**src/rtl/pulse_channel_ctrl.sv**
```systemverilog
`default_nettype none
// ============================================================================
//  Module      : pulse_channel_ctrl
//  Description : Control block for one pulse (square) sound channel. It holds
//                the channel registers and runs four pieces of state:
//                  - an 11-bit period timer, advanced at half the CPU rate,
//                    that produces sequencer step pulses
//                  - a length counter that gates the channel off when it
//                    expires
//                  - a decay envelope that is clocked by frame-sequencer
//                    quarter ticks
//                  - output volume gating, including the short-period mute
//  Revision    : 1.0  initial release
// ----------------------------------------------------------------------------
//  Ports
//    clk            in   1   system clock
//    reset          in   1   synchronous active-high reset, overrides all
//    cpu_en         in   1   CPU-cycle enable; state advances only when high
//    reg_wr         in   1   register write strobe (qualified by cpu_en)
//    reg_addr       in   2   0=ctrl 1=sweep(ignored) 2=period lo 3=period hi/len
//    reg_wdata      in   8   register write data
//    channel_en     in   1   channel enable from the status register
//    quarter_frame  in   1   envelope tick (qualified by cpu_en)
//    half_frame     in   1   length tick (qualified by cpu_en)
//    duty           out  2   duty select for the duty sequencer
//    next_step      out  1   sequencer advance pulse, registered
//    seq_reset      out  1   sequencer reset pulse, registered
//    timer_period   out  11  current timer period
//    volume         out  4   gated channel volume
//    length_active  out  1   length counter nonzero, registered
// ============================================================================
module pulse_channel_ctrl #(
    parameter logic [10:0] MUTE_MIN = 11'd8
) (
    input  logic        clk,
    input  logic        reset,
    input  logic        cpu_en,
    input  logic        reg_wr,
    input  logic [1:0]  reg_addr,
    input  logic [7:0]  reg_wdata,
    input  logic        channel_en,
    input  logic        quarter_frame,
    input  logic        half_frame,
    output logic [1:0]  duty,
    output logic        next_step,
    output logic        seq_reset,
    output logic [10:0] timer_period,
    output logic [3:0]  volume,
    output logic        length_active
);

    // ------------------------------------------------------------------
    // Register map
    // ------------------------------------------------------------------
    localparam logic [1:0] c_ADDR_CTRL  = 2'd0;
    localparam logic [1:0] c_ADDR_PLO   = 2'd2;
    localparam logic [1:0] c_ADDR_PHI   = 2'd3;
    localparam logic [3:0] c_DECAY_MAX  = 4'd15;

    // ------------------------------------------------------------------
    // Length table, indexed by the upper five bits of an addr3 write
    // ------------------------------------------------------------------
    function automatic logic [7:0] len_lookup(input logic [4:0] idx);
        logic [7:0] val;
        case (idx)
            5'd0:  val = 8'd10;
            5'd1:  val = 8'd254;
            5'd2:  val = 8'd20;
            5'd3:  val = 8'd2;
            5'd4:  val = 8'd40;
            5'd5:  val = 8'd4;
            5'd6:  val = 8'd80;
            5'd7:  val = 8'd6;
            5'd8:  val = 8'd160;
            5'd9:  val = 8'd8;
            5'd10: val = 8'd60;
            5'd11: val = 8'd10;
            5'd12: val = 8'd14;
            5'd13: val = 8'd12;
            5'd14: val = 8'd26;
            5'd15: val = 8'd14;
            5'd16: val = 8'd12;
            5'd17: val = 8'd16;
            5'd18: val = 8'd24;
            5'd19: val = 8'd18;
            5'd20: val = 8'd48;
            5'd21: val = 8'd20;
            5'd22: val = 8'd96;
            5'd23: val = 8'd22;
            5'd24: val = 8'd192;
            5'd25: val = 8'd24;
            5'd26: val = 8'd72;
            5'd27: val = 8'd26;
            5'd28: val = 8'd16;
            5'd29: val = 8'd28;
            5'd30: val = 8'd32;
            default: val = 8'd30;
        endcase
        return val;
    endfunction

    // ------------------------------------------------------------------
    // State
    // ------------------------------------------------------------------
    logic [1:0]  duty_q,       duty_d;
    logic        halt_q,       halt_d;        // length halt / envelope loop
    logic        const_vol_q,  const_vol_d;
    logic [3:0]  vol_q,        vol_d;         // volume or envelope divider period
    logic [10:0] period_q,     period_d;
    logic        phase_q,      phase_d;
    logic [10:0] count_q,      count_d;
    logic [7:0]  length_q,     length_d;
    logic        len_active_q, len_active_d;
    logic [3:0]  decay_q,      decay_d;
    logic [3:0]  divider_q,    divider_d;
    logic        env_start_q,  env_start_d;
    logic        next_step_q,  next_step_d;
    logic        seq_reset_q,  seq_reset_d;

    // ------------------------------------------------------------------
    // Qualified events
    // ------------------------------------------------------------------
    logic w_wr;
    logic w_wr_ctrl;
    logic w_wr_plo;
    logic w_wr_phi;
    logic w_apu_tick;
    logic w_qf;
    logic w_hf;

    assign w_wr       = reg_wr & cpu_en;
    assign w_wr_ctrl  = w_wr & (reg_addr == c_ADDR_CTRL);
    assign w_wr_plo   = w_wr & (reg_addr == c_ADDR_PLO);
    assign w_wr_phi   = w_wr & (reg_addr == c_ADDR_PHI);
    // The timer runs on every other CPU cycle, selected by the phase bit.
    assign w_apu_tick = cpu_en & phase_q;
    assign w_qf       = cpu_en & quarter_frame;
    assign w_hf       = cpu_en & half_frame;

    // ------------------------------------------------------------------
    // Next-state logic
    // ------------------------------------------------------------------
    always_comb begin
        duty_d       = duty_q;
        halt_d       = halt_q;
        const_vol_d  = const_vol_q;
        vol_d        = vol_q;
        period_d     = period_q;
        phase_d      = phase_q;
        count_d      = count_q;
        length_d     = length_q;
        decay_d      = decay_q;
        divider_d    = divider_q;
        env_start_d  = env_start_q;
        // Pulses are recomputed every edge, so they drop whenever the
        // qualifying cpu_en cycle is absent.
        next_step_d  = 1'b0;
        seq_reset_d  = w_wr_phi;

        // Register writes
        if (w_wr_ctrl) begin
            duty_d      = reg_wdata[7:6];
            halt_d      = reg_wdata[5];
            const_vol_d = reg_wdata[4];
            vol_d       = reg_wdata[3:0];
        end
        if (w_wr_plo) begin
            period_d[7:0] = reg_wdata;
        end
        if (w_wr_phi) begin
            period_d[10:8] = reg_wdata[2:0];
        end

        // Phase and period timer. A period-high write deliberately leaves
        // the running count alone; the new period takes effect at the next
        // reload.
        if (cpu_en) begin
            phase_d = ~phase_q;
        end
        if (w_apu_tick) begin
            if (count_q == 11'd0) begin
                count_d     = period_q;
                next_step_d = 1'b1;
            end else begin
                count_d = count_q - 11'd1;
            end
        end

        // Length counter: disable dominates, then load, then decrement.
        if (!channel_en) begin
            length_d = 8'd0;
        end else if (w_wr_phi) begin
            length_d = len_lookup(reg_wdata[7:3]);
        end else if (w_hf && (length_q != 8'd0) && !halt_q) begin
            length_d = length_q - 8'd1;
        end

        // Envelope
        if (w_qf) begin
            if (env_start_q) begin
                env_start_d = 1'b0;
                decay_d     = c_DECAY_MAX;
                divider_d   = vol_q;
            end else if (divider_q == 4'd0) begin
                divider_d = vol_q;
                if (decay_q != 4'd0) begin
                    decay_d = decay_q - 4'd1;
                end else if (halt_q) begin
                    decay_d = c_DECAY_MAX;
                end
            end else begin
                divider_d = divider_q - 4'd1;
            end
        end
        // A restart requested in the same cycle as a quarter tick must
        // survive until the following tick, so the set wins over the clear.
        if (w_wr_phi) begin
            env_start_d = 1'b1;
        end

        len_active_d = (length_d != 8'd0);
    end

    // ------------------------------------------------------------------
    // State registers
    // ------------------------------------------------------------------
    always_ff @(posedge clk) begin
        if (reset) begin
            duty_q       <= 2'd0;
            halt_q       <= 1'b0;
            const_vol_q  <= 1'b0;
            vol_q        <= 4'd0;
            period_q     <= 11'd0;
            phase_q      <= 1'b0;
            count_q      <= 11'd0;
            length_q     <= 8'd0;
            len_active_q <= 1'b0;
            decay_q      <= 4'd0;
            divider_q    <= 4'd0;
            env_start_q  <= 1'b0;
            next_step_q  <= 1'b0;
            seq_reset_q  <= 1'b0;
        end else begin
            duty_q       <= duty_d;
            halt_q       <= halt_d;
            const_vol_q  <= const_vol_d;
            vol_q        <= vol_d;
            period_q     <= period_d;
            phase_q      <= phase_d;
            count_q      <= count_d;
            length_q     <= length_d;
            len_active_q <= len_active_d;
            decay_q      <= decay_d;
            divider_q    <= divider_d;
            env_start_q  <= env_start_d;
            next_step_q  <= next_step_d;
            seq_reset_q  <= seq_reset_d;
        end
    end

    // ------------------------------------------------------------------
    // Outputs
    // ------------------------------------------------------------------
    always_comb begin
        volume = 4'd0;
        if ((length_q != 8'd0) && (period_q >= MUTE_MIN)) begin
            volume = const_vol_q ? vol_q : decay_q;
        end
    end

    assign duty          = duty_q;
    assign next_step     = next_step_q;
    assign seq_reset     = seq_reset_q;
    assign timer_period  = period_q;
    assign length_active = len_active_q;

endmodule
`default_nettype wire

```
**config.mk**
```make
export PLATFORM = sky130hd
export DESIGN_NAME = pulse_channel_ctrl
export DESIGN_NICKNAME = d
export VERILOG_FILES = /design/src/rtl/pulse_channel_ctrl.sv
export SDC_FILE = /design/constraint.sdc
export NUM_CORES = 1
export LEC_CHECK = 0
export CAP_MARGIN = 0
export CORE_MARGIN = 2
export CORE_UTILIZATION = 60
export DETAILED_ROUTE_END_ITERATION = 10
export GPL_TIMING_DRIVEN = 0
export PLACE_DENSITY_LB_ADDON = 0.15
export SLEW_MARGIN = 20
export SYNTH_ARGS = -nofsm -noshare
export SYNTH_HDL_FRONTEND = slang
export SYNTH_SLANG_ARGS = --single-unit
```
**constraint.sdc**
```tcl
create_clock -name clk -period 3.7 [get_ports clk]
set_clock_uncertainty 0.05 [all_clocks]
set_input_delay 0.555 -clock clk [delete_from_list [all_inputs] [get_ports clk]]
set_output_delay 0.555 -clock clk [all_outputs]
set_load 0.05 [all_outputs]
```
# After elaboration in Yosys (flattened, before gate mapping)
# Memories as Yosys holds them, arrays and structs flattened.
# Index checks and enable logic that the tools add are counted.
[totals]
out_inout_bits = 20
inputBits = 17
elab_cells = 62
n_memories = 1
rom_bits = 224
ff_bits = 51
[classes]
eq_ne = 2
mux = 15
magnitude_cmp = 1
reduce_logical = 15
n_addsub = 4
n_bitwise = 9
[mem_list]
columns = ["name", "words", "width", "read_ports", "rd_ports_with_merged_regs", "write_ports", "line_no", "text"]
rows = [
  ["(no name shown)", 32, 7, 1, 0, 0, "65", "case (idx)"],
]
[op_table]
columns = ["operator", "n"]
rows = [
  ["$mux W4", 8],
  ["$mux W8", 3],
  ["$reduce_bool A8 Y1", 2],
  ["$ge A11 B4 Y1 const B", 1],
  ["$logic_not A11 Y1", 1],
  ["$mux W11", 1],
  ["$sub A11 B1 Y11 const B", 1],
  ["$sub A4 B1 Y4 const B", 2],
  ["$sub A8 B1 Y8 const B", 1],
  ["$and A1 B1 Y1", 7],
  ["$eq A2 B2 Y1 const B", 2],
  ["$logic_not A4 Y1", 1],
  ["$reduce_bool A2 Y1", 2],
  ["$reduce_bool A4 Y1", 1],
  ["$logic_and A1 B1 Y1", 3],
  ["$mux W1", 3],
  ["$reduce_and A3 Y1", 1],
  ["$reduce_bool A3 Y1", 1],
  ["$logic_not A2 Y1", 1],
  ["$not A1 Y1", 2],
  ["$reduce_or A2 Y1", 1],
  ["$logic_not A1 Y1", 1],
]

# Longest topological paths before layout
[depth]
depth_word = 7
ltp_mapped = 10
ltp_nobuf = 8

# Worst setup path before layout
# No wires, ideal clock.
[synth_path]
kind = "register to output"
from = "register length_q[0]"
to = "output volume[0]"
stages_incl_launch_ff = 7
arrival_ns = 1.732
required_ns = 3.095
path_slack_ns = 1.363
path_buffers = 0
cell_sequence = "dfxtp_1 -> inv_1 -> ha_1 -> nor2b_1 -> nand2_1 -> o21ai_0 -> nor2_1"
[synth_between]
elab_chain_cells = 3
[synth_lines]
columns = ["element", "line_no", "text"]
rows = [
  ["from (decl)", "112", "logic [7:0] length_q, length_d;"],
  ["from (signal assigned)", "251", "length_q <= length_d;"],
  ["$reduce_bool A8 Y1", "266", "if ((length_q != 8'd0) && (period_q >= MUTE_MIN)) begin"],
  ["$logic_and A1 B1 Y1", "266", ""],
  ["$mux W4", "266", ""],
  ["to (decl)", "48", "output logic [3:0] volume,"],
]
# Every way passes these cells.

# Worst setup path in the final report
[layout_path]
from = "register length_q[0]"
to = "output volume[2]"
# The elaborated chain is that of the path after synthesis.

==> impl_metrics.json <==
{
  "fin_setup_tns_ns": 0,
  "ys_ff_latch": 51,
  "fin_nets": 445,
  "vias_per_cell": 5.96,
  "die_area_um2": 5440,
  "gr-total-overflow": 0,
  "drtAntennaViolNets": 0,
  "layout_min_cycle_time_ns": 3.28,
  "finalNonFillerCells": 484,
  "synth_nets": 404,
  "cts_resized": 0,
  "crit_slowest_cell": "clkdlybuf4s50_1",
  "max_stage_delay_ns": 0.73,
  "grt_max_degree": 17,
  "rr_startpoint": "length_q[0]",
  "cts_tree": "done",
  "hold_start": "timer_period[1]",
  "cp-start-kind": "flop",
  "wl_per_cell_um": 14.9,
  "path_cells": "inv_1 > ha_1 > nor2b_1 > nand2_1 > o21ai_0 > nor2_1 > clkdlybuf4s50_1",
  "outcome": "finished clean",
  "async_flop_share_pct": 0,
  "ir_drop_mv": 0.222,
  "synth_area_um2": 2920,
  "clock_latency_ns": 0.31,
  "crit_start": "length_q[0]",
  "synth_cell_types": 58,
  "yosysTopAreaCellShare_pct": 35.0,
  "cp_data_arrival_time_ns": 2.68,
  "synth_area_leaders": "dfxtp_1 35%, nor2_1 6.8%, nand2_1 5.9%",
  "gp_congestion": 0.908,
  "path_max_fanout": 5,
  "synth_edf_count": 0,
  "drive_gt1_share_pct": 6.00,
  "min_path_type": "flop to flop",
  "die_h_um": 73.8,
  "critPathCaptureType": "output pin",
  "finalPower_mw": 1.51,
  "antenna_found_initial": 0,
  "cts_setup_buffers": 0,
  "p_per_area_nw_per_um2": 439,
  "root_buffer": "clkbuf_8",
  "ys.flop_type": "dfxtp_1",
  "cts_buffers": 5,
  "htree_levels": 2,
  "postSynthCellCount": 375,
  "crit_family": "buffers and inverters",
  "syn2layout_area_growth_pct": 17.9,
  "io_pins": 37,
  "cts_sinks": 51,
  "initialDrtViolationCount": 190,
  "yosys.area.top_type": "dfxtp_1",
  "cap_viol_max_count": 0,
  "ys_warn_count": 0,
  "worstMarginPinSlew_ns": 0.877,
  "grt_pass1_wl_mm": 11.7,
  "route.vias.total": 2884,
  "final-hold-violation-count": 0,
  "path_buf_inv": 2,
  "die_w_um": 73.8,
  "setup_violations": 0,
  "rows": 25,
  "place_inst": 476,
  "relSlewSlack_pct": 41.2,
  "p_leak_nw": 1.21,
  "cp.required_ns": 3.09,
  "core_area_um2": 4720,
  "cts_hold_buf": 0,
  "period_share_pct": 88.7,
  "drv_slew": 0,
  "worstSetupPathType": "flop to output pin",
  "n_antenna_cell": 0,
  "rsz0062_at_grt": "false",
  "initial_core_util_pct": 61.8,
  "first_global_vias": 2588,
  "numPortBuffers": 34,
  "first_pass_iters": 4,
  "hpwl_mm": 5.36,
  "grt.total_usage_pct": 27.8,
  "fmax_mhz": 305,
  "drc": 0,
  "syn_avg_cell_area_um2": 7.79,
  "clkSlewWorstSetupHoldPaths_ns": 0.10,
  "synth-seq-area-share_pct": 35.0,
  "postRouteWirelength_mm": 7.23,
  "cts_max_path_buffers": 2
}
[layout make-up]
class | count | area [um^2]
Buffer | 20 | 86.3
Clock buffer | 6 | 82.6
Clock inverter | 2 | 16.3
Fill cell | 356 | 1280
Inverter | 18 | 67.6
Multi-Input combinational cell | 286 | 1750
Sequential cell | 51 | 1020
Tap cell | 67 | 83.8
Timing Repair Buffer | 34 | 340
[per-stage QoR]
step	area (um^2)	utilization (%)	hold WS (ns)	worst slack, ns
floorplan	2920	-	0.413	1.36
global placement	3340	70.8	0.422	0.391
detailed placement	3340	70.8	0.419	0.419
CTS	3440	72.9	0.433	0.433
global route	3440	72.9	0.465	0.223
finish	3440	72.9	0.428	0.416
[cell usage after synthesis, drive strengths merged, types with 2 or more instances]
cell and instances:
o21ai 25, inv 18, o21a 2, xnor2 3, mux2i 17, nor4 10
dfxtp 51, or3 3, buf 9, a211oi 7, a31oi 6, a311oi 2
mux2 3, a32oi 2, clkbuf 11, nand2b 3, ha 12, nor2b 6
or2 2, nand3 5, nor2 53, o211ai 3, nor4b 3, nand3b 3
a21oi 31, nand2 46, a41oi 2, nor3 14, o31a 2, nor3b 3
[kinds of logic (layout without fill, tap and decap cells)]
group	count (synthesis)	after routing	share of synthesized area, %
AND/OR/NAND/NOR	157	157	26.4
AO/OA/AOI/OAI	93	93	20.1
flip-flops	51	51	35.0
buffers and inverters	38	80	5.27
multiplexers	20	20	6.98
adder cells (fa/ha/maj)	12	12	5.14
XOR/XNOR	4	4	1.20
[report_power, final]
part,internal [mW],switching [mW]
Sequential,0.583,0.0380
Combinational,0.229,0.315
Clock,0.153,0.193
[flip-flops by register name, summed over array words and instances (netlist names)]
signal         flops
const_vol_q        1
count_q           11
decay_q            4
divider_q          4
duty               2
env_start_q        1
halt_q             1
length_active      1
length_q           8
next_step          1
phase_q            1
seq_reset          1
timer_period      11
vol_q              4
[cells in the final DEF, fill, tap and decap left out, types with 2 or more instances in the layout]
cell type	instances
a211oi_1	7
a21oi_1	31
a311oi_1	2
a31oi_1	5
a32oi_1	2
buf_1	2
buf_2	6
clkbuf_1	11
clkbuf_8	6
clkdlybuf4s50_1	34
dfxtp_1	51
ha_1	12
inv_1	18
mux2_2	2
mux2i_1	17
nand2_1	46
nand2b_1	3
nand3_1	5
nand3b_1	3
nor2_1	53
nor2b_1	6
nor3_1	12
nor3_2	2
nor3b_1	3
nor4_1	9
nor4b_1	2
o211ai_1	3
o21a_1	2
o21ai_0	24
o31a_1	2
or3_1	3
xnor2_1	3
[per-layer routing]
layer	wire, um	global-route usage [%]	vias to the layer above	share of wire [%]
met5	0	0	-	0
met3	435	5.49	20	6.0
met2	3450	45.9	115	48
met1	3150	35.0	1336	43
met4	198	12.3	0	2.7
li1	-	-	1413	-
[worst min-delay path: cells and delay by family (launching register included)]
kind	cells	cell delay, ns
flops	1	0.33
simple gates	1	0.05
compound gates	1	0.05
[final timing paths]
kind                endpoint  slack (ns)  depth (start not counted)
max                volume[2]        0.42                          7
min          timer_period[1]        0.43                          2
min reg2reg  timer_period[1]        0.43                          2
max reg2reg    length_active        1.46                          8
Power figures use the tool's default switching activity.
